`src/rtl/nav_pkg.sv`:
```
// Shared types and constants for the navigation scheduler slice.
package nav_pkg;

  localparam int HDNG_W_DEF = 12;

  // Command opcodes as driven on host_op / slv_op.
  typedef enum logic [1:0] {
    OP_HDNG        = 2'b00,
    OP_MV          = 2'b01,
    OP_MV_STP_LFT  = 2'b10,
    OP_MV_STP_RGHT = 2'b11
  } nav_op_e;

  // Scheduler FSM encoding, kept as plain constants for legacy tools.
  localparam logic [1:0] ST_IDLE       = 2'd0;
  localparam logic [1:0] ST_ISSUE      = 2'd1;
  localparam logic [1:0] ST_WAIT_CMPLT = 2'd2;
  localparam logic [1:0] ST_DONE       = 2'd3;

  // Compass headings in the datapath's 12-bit signed encoding.
  localparam logic [11:0] HDNG_N = 12'h000;
  localparam logic [11:0] HDNG_W = 12'h3FF;
  localparam logic [11:0] HDNG_S = 12'h7FF;
  localparam logic [11:0] HDNG_E = 12'hC00;

  // Any opcode other than HDNG drives the forward-move controller.
  function automatic logic is_move(input nav_op_e op);
    return (op != OP_HDNG);
  endfunction

endpackage

```
`src/rtl/nav_sched_if.sv`:
```
// Bundle of requester, abort and datapath signals around the scheduler.
interface nav_if
  import nav_pkg::*;
#(
  parameter int HDNG_W = HDNG_W_DEF
);
  logic              host_req;
  logic [1:0]        host_op;
  logic [HDNG_W-1:0] host_hdng;
  logic              host_done;
  logic              host_err;
  logic              slv_req;
  logic [1:0]        slv_op;
  logic [HDNG_W-1:0] slv_hdng;
  logic              slv_done;
  logic              slv_err;
  logic              abort;
  logic              mv_cmplt;
  logic              strt_hdng;
  logic              strt_mv;
  logic [HDNG_W-1:0] dsrd_hdng;
  logic              stp_lft;
  logic              stp_rght;
  logic              busy;
  logic              owner;

  // Requesters and datapath side.
  modport master (
    output host_req, host_op, host_hdng, slv_req, slv_op, slv_hdng, abort, mv_cmplt,
    input  host_done, host_err, slv_done, slv_err, strt_hdng, strt_mv, dsrd_hdng,
           stp_lft, stp_rght, busy, owner
  );

  // Scheduler side.
  modport slave (
    input  host_req, host_op, host_hdng, slv_req, slv_op, slv_hdng, abort, mv_cmplt,
    output host_done, host_err, slv_done, slv_err, strt_hdng, strt_mv, dsrd_hdng,
           stp_lft, stp_rght, busy, owner
  );
endinterface

```
`src/rtl/nav_sched_req_slot.sv`:
```
// One-deep pending command buffer for a single requester, with overflow
// detection. An overflow that lands on the owner's done cycle is held back
// one cycle so done and err never coincide.
module nav_req_slot
  import nav_pkg::*;
#(
  parameter int HDNG_W = HDNG_W_DEF
) (
  input  logic              clk,
  input  logic              rst_n,
  input  logic              req_i,
  input  logic [1:0]        op_i,
  input  logic [HDNG_W-1:0] hdng_i,
  input  logic              clr_i,
  input  logic              abort_i,
  input  logic              defer_i,
  output logic              valid_o,
  output nav_op_e           op_o,
  output logic [HDNG_W-1:0] hdng_o,
  output logic              ovf_o
);

  logic              valid_q, valid_d;
  nav_op_e           op_q, op_d;
  logic [HDNG_W-1:0] hdng_q, hdng_d;
  logic              pend_q, pend_d;
  logic              take_s;
  logic              ovf_evt_s;

  // Classify a request: accepted when the slot is free or freeing, else dropped.
  always_comb begin
    take_s    = 1'b0;
    ovf_evt_s = 1'b0;
    if (req_i && !abort_i) begin
      take_s    = !valid_q || clr_i;
      ovf_evt_s = valid_q && !clr_i;
    end else begin
      take_s    = 1'b0;
      ovf_evt_s = 1'b0;
    end
  end

  // Next slot contents: abort empties, new command overwrites, completion empties.
  always_comb begin
    valid_d = valid_q;
    op_d    = op_q;
    hdng_d  = hdng_q;
    if (abort_i) begin
      valid_d = 1'b0;
    end else if (take_s) begin
      valid_d = 1'b1;
      op_d    = nav_op_e'(op_i);
      hdng_d  = hdng_i;
    end else if (clr_i) begin
      valid_d = 1'b0;
    end else begin
      valid_d = valid_q;
    end
  end

  assign ovf_o  = ovf_evt_s || pend_q;
  assign pend_d = ovf_o && defer_i;

  // Slot storage and deferred-overflow flag.
  always_ff @(posedge clk or negedge rst_n) begin
    if (!rst_n) begin
      valid_q <= 1'b0;
      op_q    <= OP_HDNG;
      hdng_q  <= {HDNG_W{1'b0}};
      pend_q  <= 1'b0;
    end else begin
      valid_q <= valid_d;
      op_q    <= op_d;
      hdng_q  <= hdng_d;
      pend_q  <= pend_d;
    end
  end

  assign valid_o = valid_q;
  assign op_o    = op_q;
  assign hdng_o  = hdng_q;

endmodule

```
`src/rtl/nav_sched.sv`:
```
// Navigation datapath scheduler: arbitrates host and maze-solver commands,
// issues start pulses, and supervises completion with a watchdog.
module nav_sched
  import nav_pkg::*;
#(
  parameter int TO_CYCLES       = 1_000_000,
  parameter int MAX_HOST_STREAK = 4,
  parameter int HDNG_W          = HDNG_W_DEF
) (
  input logic  clk,
  input logic  rst_n,
  nav_if.slave sched_io
);

  localparam int ST_W = (MAX_HOST_STREAK > 0) ? $clog2(MAX_HOST_STREAK + 1) : 1;
  localparam int WD_W = (TO_CYCLES > 1) ? $clog2(TO_CYCLES) : 1;
  localparam logic [ST_W-1:0] STREAK_MAX = ST_W'(MAX_HOST_STREAK);
  localparam logic [WD_W-1:0] WD_LAST    = WD_W'(TO_CYCLES - 1);

  logic [1:0]        state_q, state_d;
  logic              owner_q, owner_d;
  logic [ST_W-1:0]   streak_q, streak_d;
  logic [WD_W-1:0]   wdog_q, wdog_d;
  logic [HDNG_W-1:0] dsrd_hdng_q, dsrd_hdng_d;
  logic              stp_lft_q, stp_lft_d;
  logic              stp_rght_q, stp_rght_d;
  logic              strt_hdng_q, strt_hdng_d;
  logic              strt_mv_q, strt_mv_d;
  logic              host_done_q, host_done_d;
  logic              slv_done_q, slv_done_d;
  logic              host_err_q, host_err_d;
  logic              slv_err_q, slv_err_d;
  logic              busy_q, busy_d;

  logic              host_vld_s, slv_vld_s;
  nav_op_e           host_op_s, slv_op_s, gnt_op_s;
  logic [HDNG_W-1:0] host_hdng_s, slv_hdng_s, gnt_hdng_s;
  logic              host_ovf_s, slv_ovf_s;
  logic              slv_win_s;
  logic              done_s, fsm_err_s, clr_own_s;
  logic              host_clr_s, slv_clr_s;

  assign host_clr_s = clr_own_s && !owner_q;
  assign slv_clr_s  = clr_own_s && owner_q;

  nav_req_slot #(.HDNG_W(HDNG_W)) u_host_slot (
    .clk     (clk),
    .rst_n   (rst_n),
    .req_i   (sched_io.host_req),
    .op_i    (sched_io.host_op),
    .hdng_i  (sched_io.host_hdng),
    .clr_i   (host_clr_s),
    .abort_i (sched_io.abort),
    .defer_i (host_done_d),
    .valid_o (host_vld_s),
    .op_o    (host_op_s),
    .hdng_o  (host_hdng_s),
    .ovf_o   (host_ovf_s)
  );

  nav_req_slot #(.HDNG_W(HDNG_W)) u_slv_slot (
    .clk     (clk),
    .rst_n   (rst_n),
    .req_i   (sched_io.slv_req),
    .op_i    (sched_io.slv_op),
    .hdng_i  (sched_io.slv_hdng),
    .clr_i   (slv_clr_s),
    .abort_i (sched_io.abort),
    .defer_i (slv_done_d),
    .valid_o (slv_vld_s),
    .op_o    (slv_op_s),
    .hdng_o  (slv_hdng_s),
    .ovf_o   (slv_ovf_s)
  );

  // Arbitration: solver wins when the host slot is empty or its streak is used up.
  always_comb begin
    if (slv_vld_s && (!host_vld_s || (streak_q == STREAK_MAX))) begin
      slv_win_s  = 1'b1;
      gnt_op_s   = slv_op_s;
      gnt_hdng_s = slv_hdng_s;
    end else begin
      slv_win_s  = 1'b0;
      gnt_op_s   = host_op_s;
      gnt_hdng_s = host_hdng_s;
    end
  end

  // Scheduler FSM next-state, grant loading, watchdog and abort override.
  always_comb begin
    state_d     = state_q;
    owner_d     = owner_q;
    streak_d    = streak_q;
    wdog_d      = wdog_q;
    dsrd_hdng_d = dsrd_hdng_q;
    stp_lft_d   = stp_lft_q;
    stp_rght_d  = stp_rght_q;
    strt_hdng_d = 1'b0;
    strt_mv_d   = 1'b0;
    host_done_d = 1'b0;
    slv_done_d  = 1'b0;
    done_s      = 1'b0;
    fsm_err_s   = 1'b0;
    clr_own_s   = 1'b0;
    case (state_q)
      ST_IDLE: begin
        if (!sched_io.abort && (host_vld_s || slv_vld_s)) begin
          state_d = ST_ISSUE;
          owner_d = slv_win_s;
          if (slv_win_s || !slv_vld_s) begin
            streak_d = {ST_W{1'b0}};
          end else begin
            streak_d = streak_q + ST_W'(1);
          end
          if (is_move(gnt_op_s)) begin
            strt_mv_d  = 1'b1;
            stp_lft_d  = (gnt_op_s == OP_MV_STP_LFT);
            stp_rght_d = (gnt_op_s == OP_MV_STP_RGHT);
          end else begin
            strt_hdng_d = 1'b1;
            dsrd_hdng_d = gnt_hdng_s;
            stp_lft_d   = 1'b0;
            stp_rght_d  = 1'b0;
          end
        end else begin
          state_d = ST_IDLE;
        end
      end
      ST_ISSUE: begin
        state_d = ST_WAIT_CMPLT;
        wdog_d  = {WD_W{1'b0}};
      end
      ST_WAIT_CMPLT: begin
        if (sched_io.mv_cmplt) begin
          state_d = ST_DONE;
          done_s  = 1'b1;
        end else if (wdog_q == WD_LAST) begin
          state_d   = ST_IDLE;
          fsm_err_s = 1'b1;
          clr_own_s = 1'b1;
        end else begin
          wdog_d = wdog_q + WD_W'(1);
        end
      end
      ST_DONE: begin
        state_d   = ST_IDLE;
        clr_own_s = 1'b1;
      end
      default: begin
        state_d = ST_IDLE;
      end
    endcase
    if (sched_io.abort) begin
      state_d     = ST_IDLE;
      streak_d    = {ST_W{1'b0}};
      strt_hdng_d = 1'b0;
      strt_mv_d   = 1'b0;
      fsm_err_s   = (state_q != ST_IDLE);
    end else begin
      host_done_d = done_s && !owner_q;
      slv_done_d  = done_s && owner_q;
    end
  end

  // Error pulses: FSM errors to the owner, overflow unless it collides with done.
  always_comb begin
    host_err_d = (fsm_err_s && !owner_q) || (host_ovf_s && !host_done_d);
    slv_err_d  = (fsm_err_s && owner_q) || (slv_ovf_s && !slv_done_d);
    busy_d     = (state_d != ST_IDLE);
  end

  // Scheduler state and registered outputs.
  always_ff @(posedge clk or negedge rst_n) begin
    if (!rst_n) begin
      state_q     <= ST_IDLE;
      owner_q     <= 1'b0;
      streak_q    <= {ST_W{1'b0}};
      wdog_q      <= {WD_W{1'b0}};
      dsrd_hdng_q <= {HDNG_W{1'b0}};
      stp_lft_q   <= 1'b0;
      stp_rght_q  <= 1'b0;
      strt_hdng_q <= 1'b0;
      strt_mv_q   <= 1'b0;
      host_done_q <= 1'b0;
      slv_done_q  <= 1'b0;
      host_err_q  <= 1'b0;
      slv_err_q   <= 1'b0;
      busy_q      <= 1'b0;
    end else begin
      state_q     <= state_d;
      owner_q     <= owner_d;
      streak_q    <= streak_d;
      wdog_q      <= wdog_d;
      dsrd_hdng_q <= dsrd_hdng_d;
      stp_lft_q   <= stp_lft_d;
      stp_rght_q  <= stp_rght_d;
      strt_hdng_q <= strt_hdng_d;
      strt_mv_q   <= strt_mv_d;
      host_done_q <= host_done_d;
      slv_done_q  <= slv_done_d;
      host_err_q  <= host_err_d;
      slv_err_q   <= slv_err_d;
      busy_q      <= busy_d;
    end
  end

  assign sched_io.strt_hdng = strt_hdng_q;
  assign sched_io.strt_mv   = strt_mv_q;
  assign sched_io.dsrd_hdng = dsrd_hdng_q;
  assign sched_io.stp_lft   = stp_lft_q;
  assign sched_io.stp_rght  = stp_rght_q;
  assign sched_io.host_done = host_done_q;
  assign sched_io.slv_done  = slv_done_q;
  assign sched_io.host_err  = host_err_q;
  assign sched_io.slv_err   = slv_err_q;
  assign sched_io.busy      = busy_q;
  assign sched_io.owner     = owner_q;

endmodule

```
`src/flat_wrapper.sv`:
```
// flat-port wrapper written by rule: the top's interface ports become plain ports
module nav_sched_flat import nav_pkg::*;
#(
  parameter int TO_CYCLES       = 1_000_000,
  parameter int MAX_HOST_STREAK = 4,
  parameter int HDNG_W          = HDNG_W_DEF
)
  (clk, rst_n, sched_io_host_req, sched_io_host_op, sched_io_host_hdng, sched_io_slv_req, sched_io_slv_op, sched_io_slv_hdng, sched_io_abort, sched_io_mv_cmplt, sched_io_host_done, sched_io_host_err, sched_io_slv_done, sched_io_slv_err, sched_io_strt_hdng, sched_io_strt_mv, sched_io_dsrd_hdng, sched_io_stp_lft, sched_io_stp_rght, sched_io_busy, sched_io_owner);
  nav_if #(.HDNG_W(HDNG_W)) sched_io_i ();
  input logic clk;
  input logic rst_n;
  input wire logic [$bits(sched_io_i.host_req)-1:0] sched_io_host_req;
  input wire logic [$bits(sched_io_i.host_op)-1:0] sched_io_host_op;
  input wire logic [$bits(sched_io_i.host_hdng)-1:0] sched_io_host_hdng;
  input wire logic [$bits(sched_io_i.slv_req)-1:0] sched_io_slv_req;
  input wire logic [$bits(sched_io_i.slv_op)-1:0] sched_io_slv_op;
  input wire logic [$bits(sched_io_i.slv_hdng)-1:0] sched_io_slv_hdng;
  input wire logic [$bits(sched_io_i.abort)-1:0] sched_io_abort;
  input wire logic [$bits(sched_io_i.mv_cmplt)-1:0] sched_io_mv_cmplt;
  output wire logic [$bits(sched_io_i.host_done)-1:0] sched_io_host_done;
  output wire logic [$bits(sched_io_i.host_err)-1:0] sched_io_host_err;
  output wire logic [$bits(sched_io_i.slv_done)-1:0] sched_io_slv_done;
  output wire logic [$bits(sched_io_i.slv_err)-1:0] sched_io_slv_err;
  output wire logic [$bits(sched_io_i.strt_hdng)-1:0] sched_io_strt_hdng;
  output wire logic [$bits(sched_io_i.strt_mv)-1:0] sched_io_strt_mv;
  output wire logic [$bits(sched_io_i.dsrd_hdng)-1:0] sched_io_dsrd_hdng;
  output wire logic [$bits(sched_io_i.stp_lft)-1:0] sched_io_stp_lft;
  output wire logic [$bits(sched_io_i.stp_rght)-1:0] sched_io_stp_rght;
  output wire logic [$bits(sched_io_i.busy)-1:0] sched_io_busy;
  output wire logic [$bits(sched_io_i.owner)-1:0] sched_io_owner;
  assign sched_io_i.host_req = sched_io_host_req;
  assign sched_io_i.host_op = sched_io_host_op;
  assign sched_io_i.host_hdng = sched_io_host_hdng;
  assign sched_io_i.slv_req = sched_io_slv_req;
  assign sched_io_i.slv_op = sched_io_slv_op;
  assign sched_io_i.slv_hdng = sched_io_slv_hdng;
  assign sched_io_i.abort = sched_io_abort;
  assign sched_io_i.mv_cmplt = sched_io_mv_cmplt;
  assign sched_io_host_done = sched_io_i.host_done;
  assign sched_io_host_err = sched_io_i.host_err;
  assign sched_io_slv_done = sched_io_i.slv_done;
  assign sched_io_slv_err = sched_io_i.slv_err;
  assign sched_io_strt_hdng = sched_io_i.strt_hdng;
  assign sched_io_strt_mv = sched_io_i.strt_mv;
  assign sched_io_dsrd_hdng = sched_io_i.dsrd_hdng;
  assign sched_io_stp_lft = sched_io_i.stp_lft;
  assign sched_io_stp_rght = sched_io_i.stp_rght;
  assign sched_io_busy = sched_io_i.busy;
  assign sched_io_owner = sched_io_i.owner;
  nav_sched #(.TO_CYCLES(TO_CYCLES), .MAX_HOST_STREAK(MAX_HOST_STREAK), .HDNG_W(HDNG_W)) u_core (.clk(clk), .rst_n(rst_n), .sched_io(sched_io_i));
endmodule
```
`config.mk`:
```
export PLATFORM = sky130hd
export DESIGN_NAME = nav_sched_flat
export DESIGN_NICKNAME = d
export VERILOG_FILES = /design/src/rtl/nav_pkg.sv /design/src/rtl/nav_sched_if.sv /design/src/rtl/nav_sched_req_slot.sv /design/src/rtl/nav_sched.sv /design/src/flat_wrapper.sv
export SDC_FILE = /design/constraint.sdc
export NUM_CORES = 1
export LEC_CHECK = 0
export ABC_AREA = 1
export BUFFER_PORTS_ARGS = -buffer_cell sky130_fd_sc_hd__clkbuf_2
export CAP_MARGIN = 20
export CELL_PAD_IN_SITES_DETAIL_PLACEMENT = 0
export CELL_PAD_IN_SITES_GLOBAL_PLACEMENT = 1
export CORE_AREA = 10 10 110 112
export CTS_CLUSTER_SIZE = 25
export DETAILED_ROUTE_END_ITERATION = 10
export DIE_AREA = 0 0 120 122
export PLACE_DENSITY_LB_ADDON = 0.08
export REMOVE_ABC_BUFFERS = 1
export SLEW_MARGIN = 20
export SYNTH_ARGS = -nofsm -noshare
export SYNTH_HDL_FRONTEND = slang
export SYNTH_SLANG_ARGS = --single-unit
```
`constraint.sdc`:
```
create_clock -name clk -period 2 [get_ports clk]
set_input_delay 0.3 -clock clk [delete_from_list [all_inputs] [get_ports clk]]
set_output_delay 0.3 -clock clk [all_outputs]
set_load 0.05 [all_outputs]
```
== Yosys cells after proc, flatten, opt, wreduce, memory -nomap -nowiden ==
Index checks and enable logic that the tools add are counted.
Storage, ports and cells
  bits in registers: 79
  latch bits: 0
  RAM bits: 0
  memory bits (read-only): 0
  memories: 0
Cells by class
  $add $sub $neg: 2
  multiply operators: 0
  div/mod/pow operators: 0
  magnitude comparators: 0
  eq/ne operators: 9
  shift-type cells: 0
  multiplexer cells: 44
  bitwise operators: 2
  reductions and logical operators: 48
Operator list (count)
  $mux 20: 2
  $pmux 20 s2: 1
  $mux 1: 30
  $add 20x1->20 const B: 1
  $eq 20x20->1 const B: 1
  $logic_and 1x1->1: 16
  $mux 12: 1
  $mux 3: 4
  $reduce_bool 2->1: 6
  $logic_or 1x1->1: 9
  $eq 2x2->1 const B: 4
  $logic_not 1->1: 8
  $mux 2: 4
  $pmux 2 s4: 1
  $reduce_and 2->1: 4
  $reduce_and 3->1: 2
  $reduce_bool 3->1: 2
  $ne 2x2->1 const B: 2
  $add 3x1->3 const B: 1
  $eq 3x3->1 const B: 1
  $eq 2x1->1 const B: 1
  $logic_not 2->1: 1
  $not 1->1: 2
  $pmux 1 s2: 1

== Logic depth before layout (Yosys ltp) ==
Gate-level depths: netlist of run 1.
  depth after elaboration: 11
  gate-level depth with buffers: 13

== Hierarchy ==
From an unflattened synthesis of run 1, not the netlist that was laid out.
Unflattened totals
  cells, all modules: 535
  area total of the unflattened synthesis: 4097.7 µm²
Modules (own cells, without submodules)
  nav_sched: times used 1, cells an instance 387, area an instance 2756.4 µm², seq. area each 1176.1 µm²
  nav_req_slot: times used 2, cells an instance 74, area an instance 670.6 µm², seq. area each 400.4 µm²

== Worst setup path before layout of run 1 ==
Ideal clock, no wire load.
  path kind: register to register
  start point: register u_core.streak_q[0]
  end point: register u_core.dsrd_hdng_q[0], in the netlist u_core.sched_io.dsrd_hdng[0]
  library setup time: 118 ps
  arrival time: 1735 ps
  data required time: 1882 ps
  path slack: 147 ps
  cell stages (with the launch flop): 13
  buffers on the path: 1
  cells stage by stage: dfrtp_1 -> inv_1 -> ha_1 -> nand2_1 -> nand2_2 -> nand2_4 -> inv_2 -> or2_1 -> o21ai_1 -> inv_2 -> nor3_4 -> buf_6 -> o21ai_2
Between the ends
  word-level cells in the longest chain between the ends: 7
  elaborated cells between the ends (all ways): 8
  those cells by class: eq/ne: 1; mux: 2; bitwise: 1; reduce/logical: 4
RTL lines
  from (decl): RTL line nav_sched.sv:22  | logic [ST_W-1:0] streak_q, streak_d;
  from (signal assigned): RTL line nav_sched.sv:177  | streak_q <= {ST_W{1'b0}};
  from (signal assigned): RTL line nav_sched.sv:192  | streak_q <= streak_d;
  $eq 3x3->1 (*): RTL line nav_sched.sv:78  | if (slv_vld_s && (!host_vld_s || (streak_q == STREAK_MAX))) begin
  $logic_or 1x1->1 (*): RTL line nav_sched.sv:78
  $logic_and 1x1->1 (*): RTL line nav_sched.sv:78
  $mux 2: RTL line nav_sched.sv:78
  $reduce_bool 2->1: RTL line nav_pkg.sv:28  | return (op != OP_HDNG);
  $not 1->1 (no line)
  $reduce_and 3->1 (no line)
  to (signal assigned): RTL line nav_sched.sv:179  | dsrd_hdng_q <= {HDNG_W{1'b0}};
  to (signal assigned): RTL line nav_sched.sv:194  | dsrd_hdng_q <= dsrd_hdng_d;
  to (decl): RTL line nav_sched.sv:24  | logic [HDNG_W-1:0] dsrd_hdng_q, dsrd_hdng_d;
Mark *: on every way between the ends. The rest lies on a longest branch, timed or not.
A chain may end at the register's enable or synchronous reset.

== Worst setup path in the final report of run 1 ==
  start point: register u_core.streak_q[0]
  end point: register u_core.dsrd_hdng_q[5], in the netlist u_core.sched_io.dsrd_hdng[5]
The elaborated chain is that of the path after synthesis.

==> results of run 1 <==
-- metal layers --
| layer | routed length, µm | track usage (%) | share of wire (%) |
|---|---|---|---|
| met1 | 5070 | 19.4 | 49 |
| met4 | 143 | 5.43 | 1.4 |
| met2 | 4560 | 22.4 | 44 |
| met3 | 594 | 4.02 | 5.7 |
| met5 | 0 | 0 | 0 |
-- state kept, by name, summed over array words and instances, names as in the netlist, 2 cells and up --
register	cells
u_core.u_slv_slot.op_o	2
u_core.wdog_q	20
u_core.u_slv_slot.hdng_o	12
u_core.u_host_slot.op_o	2
u_core.state_q	2
u_core.u_host_slot.hdng_o	12
u_core.sched_io.dsrd_hdng	12
u_core.streak_q	3
-- worst max-delay path by stage --
stage	from	endpoint	slack, ns	cells after the start
floorplan	u_core.streak_q[0]$_DFFE_PN0P_	u_core.sched_io.dsrd_hdng[4]$_DFFE_PN0P_	-0.29	11
global placement	u_core.streak_q[0]$_DFFE_PN0P_	u_core.sched_io.dsrd_hdng[6]$_DFFE_PN0P_	0.13	12
detailed placement	u_core.streak_q[0]$_DFFE_PN0P_	u_core.sched_io.dsrd_hdng[6]$_DFFE_PN0P_	0.06	12
CTS	u_core.streak_q[0]$_DFFE_PN0P_	u_core.sched_io.dsrd_hdng[9]$_DFFE_PN0P_	0.04	13
global route	u_core.streak_q[0]$_DFFE_PN0P_	u_core.sched_io.dsrd_hdng[1]$_DFFE_PN0P_	-0.07	14
finish	u_core.streak_q[0]$_DFFE_PN0P_	u_core.sched_io.dsrd_hdng[5]$_DFFE_PN0P_	0.06	13
-- where the power goes --
group | switching, µW | internal (µW)
Sequential | 153 | 1850
Clock | 667 | 720
Combinational | 984 | 412
-- worst max-delay path, cell delays in order (launching register included) --
cell,delay (ns)
dfrtp_1,0.40
inv_1,0.07
ha_2,0.17
nand2_2,0.06
nand2_2,0.06
nand2_4,0.09
inv_4,0.04
or2_1,0.23
o21ai_2,0.07
inv_2,0.07
nor3_4,0.21
buf_6,0.15
clkbuf_16,0.15
o21ai_1,0.06
-- repair_timing --
item	CTS	global route
setup endpoints to repair	0	39
hold buffers	1	0
endpoints found under the hold margin	27	0
setup buffers	0	6
gates resized for setup	0	27
-- cell type report --
cell class / instances / area, µm²
timing repair buffer: 97 / 674
multi-input combinational: 342 / 1710
tap: 136 / 170
clock inverter: 7 / 103
clock buffer: 9 / 124
sequential: 79 / 1980
fill: 1045 / 5100
inverter: 49 / 186
-- metrics by stage --
step / instance area [µm²] / util [%]
2_1_floorplan: 3810 / -
3_3_place_gp: 4520 / 45.0
3_5_place_dp: 4520 / 45.0
4_1_cts: 4760 / 47.4
5_1_grt: 4940 / 49.2
6_report: 4940 / 49.2
-- logic make-up after synthesis --
kind of cell    after synthesis  share of synthesized area [%]
simple gates                278                           31.0
buf+inv                      64                           6.88
compound gates               50                           7.94
flops                        79                           50.8
fa+ha+maj                     3                          0.964
xor+xnor                     11                           2.47
-- cells in the final DEF (no fill, tap or decap), types with 8 or more instances in the layout --
| cell | n |
|---|---|
| nand4_1 | 11 |
| nor2_1 | 28 |
| nand2_1 | 152 |
| inv_1 | 42 |
| nand2_2 | 13 |
| nor3_1 | 9 |
| buf_4 | 33 |
| dfrtp_1 | 79 |
| xor2_1 | 8 |
| o21ai_0 | 16 |
| clkbuf_2 | 54 |
| o21ai_2 | 14 |
| clkbuf_8 | 9 |
| nand3_1 | 53 |
| a21oi_1 | 10 |
==> results.cfg, run 1 <==
[status]
outcome = finished clean

[timing]
relSlewSlack_pct = 71.4
worst_slack_ns = 0.0611
finalHoldViolCount = 0
finClkSkew_ns = 0.0142
hold_slack_ns = 0.142
tightestPinTransition_ns = 0.428
fin_crit_sh_pct = 96.9
setup_violations = 0
max_freq_mhz = 516
rsz0062_at_grt = yes
post-route-min-period_ns = 1.94
slew_violations = 0
setup_tns_ns = 0

[synth]
syn_area_per_cell_um2 = 8.03
synth_most_common_cell = nand2_1
synth_cells = 485
ys_seq_area_share_pct = 50.8
synth_edf_count = 0
synthArstFlopShare_pct = 100
synth_commonest_cells = nand2_1 (162), dfrtp_1 (79), nand3_1 (53), inv_1 (42), nor2_1 (28)
netlist_top_cells_area = dfrtp_1 (51%), nand2_1 (16%), nand3_1 (6.8%), inv_1 (4.0%), nor2_1 (2.7%)
mappedNetlistArea_um2 = 3890
yosys.area.top_type = dfrtp_1
yosysWarnings = 0
synth_top_flop_cell = dfrtp_1
yosysTopAreaCellShare_pct = 50.8
ys_types = 29
synth-seq-cells = 79

[detailed_routing]
vias = 3356
dr.first_iter.drc_count = 180
wl_per_cell_um = 14.4
drt_pre_antenna_iters = 4
ant_nets = 0
drc_errors = 0
via_per_inst = 4.67
routed_wl_um = 10400

[finish]
drive_above_1_share_pct = 27.1
area_growth_pct = 26.9
final_cells = 719
antennaDiodeCount = 0
fin_nets = 615

[critical_path]
worst_setup_path_end_kind = flip-flop
critical_path_required_ns = 2.27
rr_worst_depth = 13
setup.worst_path.start_class = flip-flop
r2r_end = u_core.sched_io.dsrd_hdng[5]$_DFFE_PN0P_
critPathMaxFanout = 6
r2r_slack_ns = 0.06
arrival_ns = 2.20
setup.worst_path.class = reg -> reg
r2r-start = u_core.streak_q[0]$_DFFE_PN0P_

[worst_hold_path]
min-delay-start = sched_io_host_hdng[11]
hold_path_class = in -> reg
hold_path_end = u_core.u_host_slot.hdng_o[11]$_DFFE_PN0P_
min_path_cells = 3

[cts]
cts_tree = done
clk_latency_ns = 0.37
clock-sinks = 79
cts_root_buffer = clkbuf_8
htreeDepth = 3
clk_path_buf_depth = 2
clk_pin_slew_ns = 0.09
cts_buffers = 9

[grt]
antenna_found_initial = 0
grt_max_degree = 36
first_global_vias = 3489
grtUsageTotal_pct = 14.6
grt_pass1_wl_um = 17200
grt_remaining_overflow = 0

[pwr]
finalPower_uw = 4780
vdd_ir_drop_max_uv = 408
p_leak_uw = 0.00252
powerDensity_nw_per_um2 = 968

[placed_design]
place_inst = 693
post-dp-hpwl_um = 7370
gp_congestion = 0.819
io_buffers = 55
dpl_worst_slack_ns = 0.0610

[floorplanning]
coreArea_um2 = 10000
initial_utilization_pct = 38.8
std_cell_rows = 37
die_h_um = 122
die_area_um2 = 14600
io_pins = 56
die_w_um = 120

[flow_run]
maxCapViolations = 0
(Power assumes the default switching activity.)
==> run 2, diff against run 1 <==
==> constraint.sdc (replaced) <==
create_clock -name clk -period 2 [get_ports clk]
set_input_delay 0.2 -clock clk [delete_from_list [all_inputs] [get_ports clk]]
set_output_delay 0.2 -clock clk [all_outputs]
set_load 0.05 [all_outputs]
==> run 2 against run 1 <==
Against the previous run: power fell by 4.9%; critical path depth rose by 1; largest cell class unchanged; critical endpoint is now u_core.sched_io.dsrd_hdng[3]$_DFFE_PN0P_; highest routed layer unchanged; final area fell by 1.6%; largest power group unchanged; non-clock buffer count fell by 2; die area did not move.
==> results.cfg, run 2 (synthesis results as in run 1) <==
[status]
outcome = finished clean

[detailed_routing]
routed_wl_um = 10300
drc_errors = 0
dr.first_iter.drc_count = 204
ant_nets = 0
drt_pre_antenna_iters = 4
wl_per_cell_um = 14.4
vias = 3414
via_per_inst = 4.76

[grt]
grt_remaining_overflow = 0
grtUsageTotal_pct = 14.4
first_global_vias = 3355
grt_pass1_wl_um = 17000
grt_max_degree = 80
antenna_found_initial = 0

[timing]
post-route-min-period_ns = 1.90
max_freq_mhz = 525
hold_slack_ns = 0.0699
tightestPinTransition_ns = 0.442
worst_slack_ns = 0.0957
fin_crit_sh_pct = 95.2
setup_violations = 0
rsz0062_at_grt = yes
relSlewSlack_pct = 70.5
slew_violations = 0
finClkSkew_ns = 0.0114
finalHoldViolCount = 0

[cts]
clk_pin_slew_ns = 0.09
cts_buffers = 9
clk_latency_ns = 0.35
clk_path_buf_depth = 2
clock-sinks = 79
cts_root_buffer = clkbuf_8
cts_tree = done
htreeDepth = 3

[floorplanning]
std_cell_rows = 37
initial_utilization_pct = 38.8
coreArea_um2 = 10000
die_h_um = 122
io_pins = 56
die_area_um2 = 14600
die_w_um = 120

[finish]
area_growth_pct = 24.9
final_cell_mix = nand2_1 (159), dfrtp_1 (79), clkbuf_2 (54)
largest_register_ffs = 20
layout_commonest_cell = nand2_1
nFillCells = 1076
drive_above_1_share_pct = 25.1
largest_register = u_core.wdog_q
fin_nets = 613
antennaDiodeCount = 0

[placed_design]
io_buffers = 55
gp_congestion = 0.798
post-dp-hpwl_um = 7290
dpl_worst_slack_ns = 0.0668

[critical_path]
arrival_ns = 2.18
setup.worst_path.class = reg -> reg
setup.worst_path.start_class = flip-flop
critical_path_required_ns = 2.28
worst_setup_path_end_kind = flip-flop
critPathMaxFanout = 6

[pwr]
vdd_ir_drop_max_uv = 569
p_leak_uw = 0.00246
powerDensity_nw_per_um2 = 935

[flow_run]
maxCapViolations = 0

[worst_hold_path]
hold_path_class = in -> reg
run 2: cell count changes in the layout (fill, tap and decap cells not counted), sizes merged:
cell      before  now
clkbuf        65   67
inv           52   50
bufinv         2    1
clkinvlp       0    1
buf           40   38
run 2: area by class of cell:
| type | count | area [µm²] | area share (%) |
|---|---|---|---|
| Sequential cell | 79 | 1980 | 40.7 |
| Multi-Input combinational cell | 342 | 1680 | 34.5 |
| Timing Repair Buffer | 95 | 659 | 13.6 |
| Inverter | 49 | 189 | 3.89 |
| Tap cell | 136 | 170 | 3.50 |
| Clock buffer | 11 | 131 | 2.70 |
| Clock inverter | 5 | 56.3 | 1.16 |
run 2: what timing repair did:
item	4_1_cts	5_1_grt
resized for setup	0	20
hold buffers	1	0
setup buffers	0	3
hold endpoints to repair	79	0
endpoints found under the setup margin	0	54
run 2: per-layer routing:
metal / global-route usage, % / share of wire [%] / routed length, µm / vias up
met2: 21.6 / 45 / 4620 / 81
met5: 0 / 0 / 0 / -
met4: 3.85 / 0.88 / 91 / 0
met3: 3.75 / 5.4 / 556 / 9
met1: 20.2 / 49 / 5030 / 1594
li1: - / - / - / 1730
run 2: final timing paths:
| path | end | startpoint | depth (start not counted) | slack [ns] |
|---|---|---|---|---|
| max | u_core.sched_io.dsrd_hdng[3]$_DFFE_PN0P_ | u_core.streak_q[0]$_DFFE_PN0P_ | 14 | 0.1 |
| min | u_core.u_host_slot.hdng_o[0]$_DFFE_PN0P_ | sched_io_host_hdng[0] | 3 | 0.07 |
| max reg2reg | u_core.sched_io.dsrd_hdng[3]$_DFFE_PN0P_ | u_core.streak_q[0]$_DFFE_PN0P_ | 14 | 0.1 |
| min reg2reg | u_core.u_host_slot.hdng_o[3]$_DFFE_PN0P_ | u_core.u_host_slot.hdng_o[3]$_DFFE_PN0P_ | 2 | 0.48 |
| max in group asynchronous | u_core.sched_io.strt_mv$_DFF_PN0_ | rst_n | 3 | 1.24 |
| min in group asynchronous | u_core.wdog_q[14]$_DFFE_PN0P_ | rst_n | 3 | 0.43 |
run 2: metrics by stage:
| step | setup TNS (ns) | power [µW] | area, µm² | instances | utilization (%) |
|---|---|---|---|---|---|
| 2_1_floorplan | -3.53 | 2910 | 3810 | 470 | - |
| 3_3_place_gp | 0 | 3360 | 4530 | 694 | 45.1 |
| 3_5_place_dp | 0 | 3370 | 4530 | 694 | 45.1 |
| 4_1_cts | 0 | 4560 | 4730 | 711 | 47.1 |
| 5_1_grt | -0.311 | 4850 | 4860 | 717 | 48.4 |
| 6_report | 0 | 4550 | 4860 | 717 | 48.4 |
run 2: power breakdown:
part / switching, µW / total, µW / leakage (µW) / internal, µW
clock: 601 / 1180 / 0.0000937 / 579
sequential: 155 / 2000 / 0.00104 / 1850
combinational: 968 / 1370 / 0.00134 / 398
run 2: worst max-delay path, cell delays in order (launching register included):
cell	delay, ns
dfrtp_1	0.39
inv_1	0.06
ha_2	0.17
nand2_2	0.06
nand2_2	0.06
nand2_4	0.08
inv_4	0.04
or2_1	0.24
o21ai_2	0.08
inv_2	0.07
nor3_4	0.20
buf_6	0.15
clkbuf_16	0.14
nand2_1	0.06
o21ai_2	0.05
==> run 3, diff against run 2 <==
--- a/config.mk
+++ b/config.mk
@@ -15,6 +15,7 @@
 export DETAILED_ROUTE_END_ITERATION = 10
 export DIE_AREA = 0 0 120 122
 export PLACE_DENSITY_LB_ADDON = 0.08
+export RECOVER_POWER = 100
 export REMOVE_ABC_BUFFERS = 1
 export SLEW_MARGIN = 20
 export SYNTH_ARGS = -nofsm -noshare
==> constraint.sdc (replaced) <==
create_clock -name clk -period 1.91 [get_ports clk]
set_input_delay 0.191 -clock clk [delete_from_list [all_inputs] [get_ports clk]]
set_output_delay 0.191 -clock clk [all_outputs]
set_load 0.05 [all_outputs]
==> run 3 against run 2 <==
Against the previous run: the run now ends with setup timing left; combinational power about the same; sequential power up 4%; register-to-register slack worse by 0.11 ns; first-iteration DRC count decreased by 30%; clock power is essentially flat; critical endpoint is now u_core.sched_io.dsrd_hdng[0]$_DFFE_PN0P_; largest cell class unchanged; largest power group unchanged.
==> results.cfg, run 3 (synthesis results as in run 1) <==
[placed_design]
gp_congestion = 0.819
dpl_worst_slack_ns = 0.0254
post-dp-hpwl_um = 7450
dpl-instance-area_um2 = 4590
io_buffers = 55
place_inst = 702

[timing]
rsz0062_at_grt = yes
max_freq_mhz = 518
fin_crit_sh_pct = 101
finClkSkew_ns = 0.0104
relSlewSlack_pct = 38.9
slew_violations = 0
post-route-min-period_ns = 1.93
worst_slack_ns = -0.0188
setup_violations = 7
tightestPinTransition_ns = 0.917
finalHoldViolCount = 0

[pwr]
p_leak_uw = 0.00242
powerDensity_nw_per_um2 = 963
vdd_ir_drop_max_uv = 425

[grt]
grtUsageTotal_pct = 14.7
grt_pass1_wl_um = 17200
grt_max_degree = 44
antenna_found_initial = 0
first_global_vias = 3434
grt_remaining_overflow = 0

[cts]
clk_pin_slew_ns = 0.09
cts_root_buffer = clkbuf_8
cts_buffers = 9
cts_tree = done
clock-sinks = 79
clk_path_buf_depth = 2
clk_latency_ns = 0.36
htreeDepth = 3

[worst_hold_path]
min_path_cells = 3
hold_path_class = in -> reg

[finish]
final_cells = 724
fin_nets = 620
final_cell_mix = nand2_1 (161), dfrtp_1 (79), nand3_1 (53)
antennaDiodeCount = 0
largest_register = u_core.wdog_q
area_growth_pct = 24.4
layout_commonest_cell = nand2_1
drive_above_1_share_pct = 22.1
largest_register_ffs = 20
fin_area_um2 = 4840

[status]
violations = setup timing
outcome = complete, but fails checks

[critical_path]
setup.worst_path.start_class = flip-flop
arrival_ns = 2.18
critical_path_required_ns = 2.16
worst_setup_path_end_kind = flip-flop
setup.worst_path.class = reg -> reg
rr_worst_depth = 12
critPathMaxFanout = 6

[detailed_routing]
ant_nets = 0
drt_pre_antenna_iters = 4
via_per_inst = 4.69
wl_per_cell_um = 14.3
vias = 3394
drc_errors = 0
routed_wl_um = 10300
dr.first_iter.drc_count = 142

[floorplanning]
std_cell_rows = 37
die_h_um = 122
die_area_um2 = 14600
die_w_um = 120
initial_utilization_pct = 38.8
coreArea_um2 = 10000
io_pins = 56

[flow_run]
maxCapViolations = 0
-- run 3: changes by cell type in the layout (fill, tap and decap cells not counted), moves of 2 or more --
cell / delta
buf_6: -2
buf_4: +9
o21ai_1: -3
nor2_2: -3
nor2_1: +3
clkbuf_2: -20
nand2_1: +2
clkbuf_1: +19
nand2_2: -3
o21ai_0: +2
-- run 3: worst max-delay path, stage by stage, from the launching register on --
cell       delay, ns
dfrtp_1         0.37
inv_1           0.05
ha_2            0.16
nand2_2         0.06
nand2_2         0.06
nand2_4         0.09
inv_4           0.04
or2_1           0.21
o21ai_2         0.08
inv_2           0.07
nor3_4          0.34
clkbuf_16       0.24
o21ai_2         0.05
-- run 3: power breakdown --
part / total [µW] / switching, µW / internal [µW]
logic: 1390 / 1010 / 380
clock network: 1180 / 667 / 514
registers: 2090 / 153 / 1930
-- run 3: final cells by class --
cell class	instances	area [µm²]
timing repair buffer	102	646
multi-input combinational	342	1680
inverter	49	186
fill	1072	5200
clock inverter	6	45.0
sequential	79	1980
clock buffer	10	138
tap	136	170
-- run 3: per-stage QoR --
step / total power [µW] / util (%) / hold slack [ns] / setup TNS, ns
after global placement: 3520 / 45.7 / 0.197 / 0
after global routing: 4980 / 48.2 / 0.0326 / -5.15
after floorplan: 3050 / - / -0.105 / -4.70
after CTS: 4740 / 47.6 / 0.0392 / 0
after detailed placement: 3540 / 45.7 / 0.201 / 0
final: 4660 / 48.2 / 0.0473 / -0.0636
-- run 3: metal layers --
layer,vias up,GRT usage (%),share of wire [%]
met3,17,3.75,4.2
met1,1572,19.6,50
met2,51,22.1,44
met4,0,6.26,1.9
li1,1754,-,-
met5,-,0,0
-- run 3: repair_timing --
item | 4_1_cts | 5_1_grt
buffers inserted | 0 | 3
endpoints found under the hold margin | 36 | 0
endpoints found under the setup margin | 0 | 43
hold buffers | 1 | 0
gates resized for setup | 0 | 15
-- run 3: final timing paths --
check | slack [ns] | startpoint | end
min in group asynchronous | 0.50 | rst_n | u_core.wdog_q[9]$_DFFE_PN0P_
worst max-delay path | -0.02 | u_core.streak_q[1]$_DFFE_PN0P_ | u_core.sched_io.dsrd_hdng[0]$_DFFE_PN0P_
max in group asynchronous | 0.21 | rst_n | u_core.u_host_slot.hdng_o[0]$_DFFE_PN0P_
worst min-delay path | 0.05 | sched_io_slv_hdng[11] | u_core.u_slv_slot.hdng_o[11]$_DFFE_PN0P_
worst min register to register | 0.48 | u_core.u_host_slot.hdng_o[10]$_DFFE_PN0P_ | u_core.u_host_slot.hdng_o[10]$_DFFE_PN0P_
worst max register to register | -0.02 | u_core.streak_q[1]$_DFFE_PN0P_ | u_core.sched_io.dsrd_hdng[0]$_DFFE_PN0P_
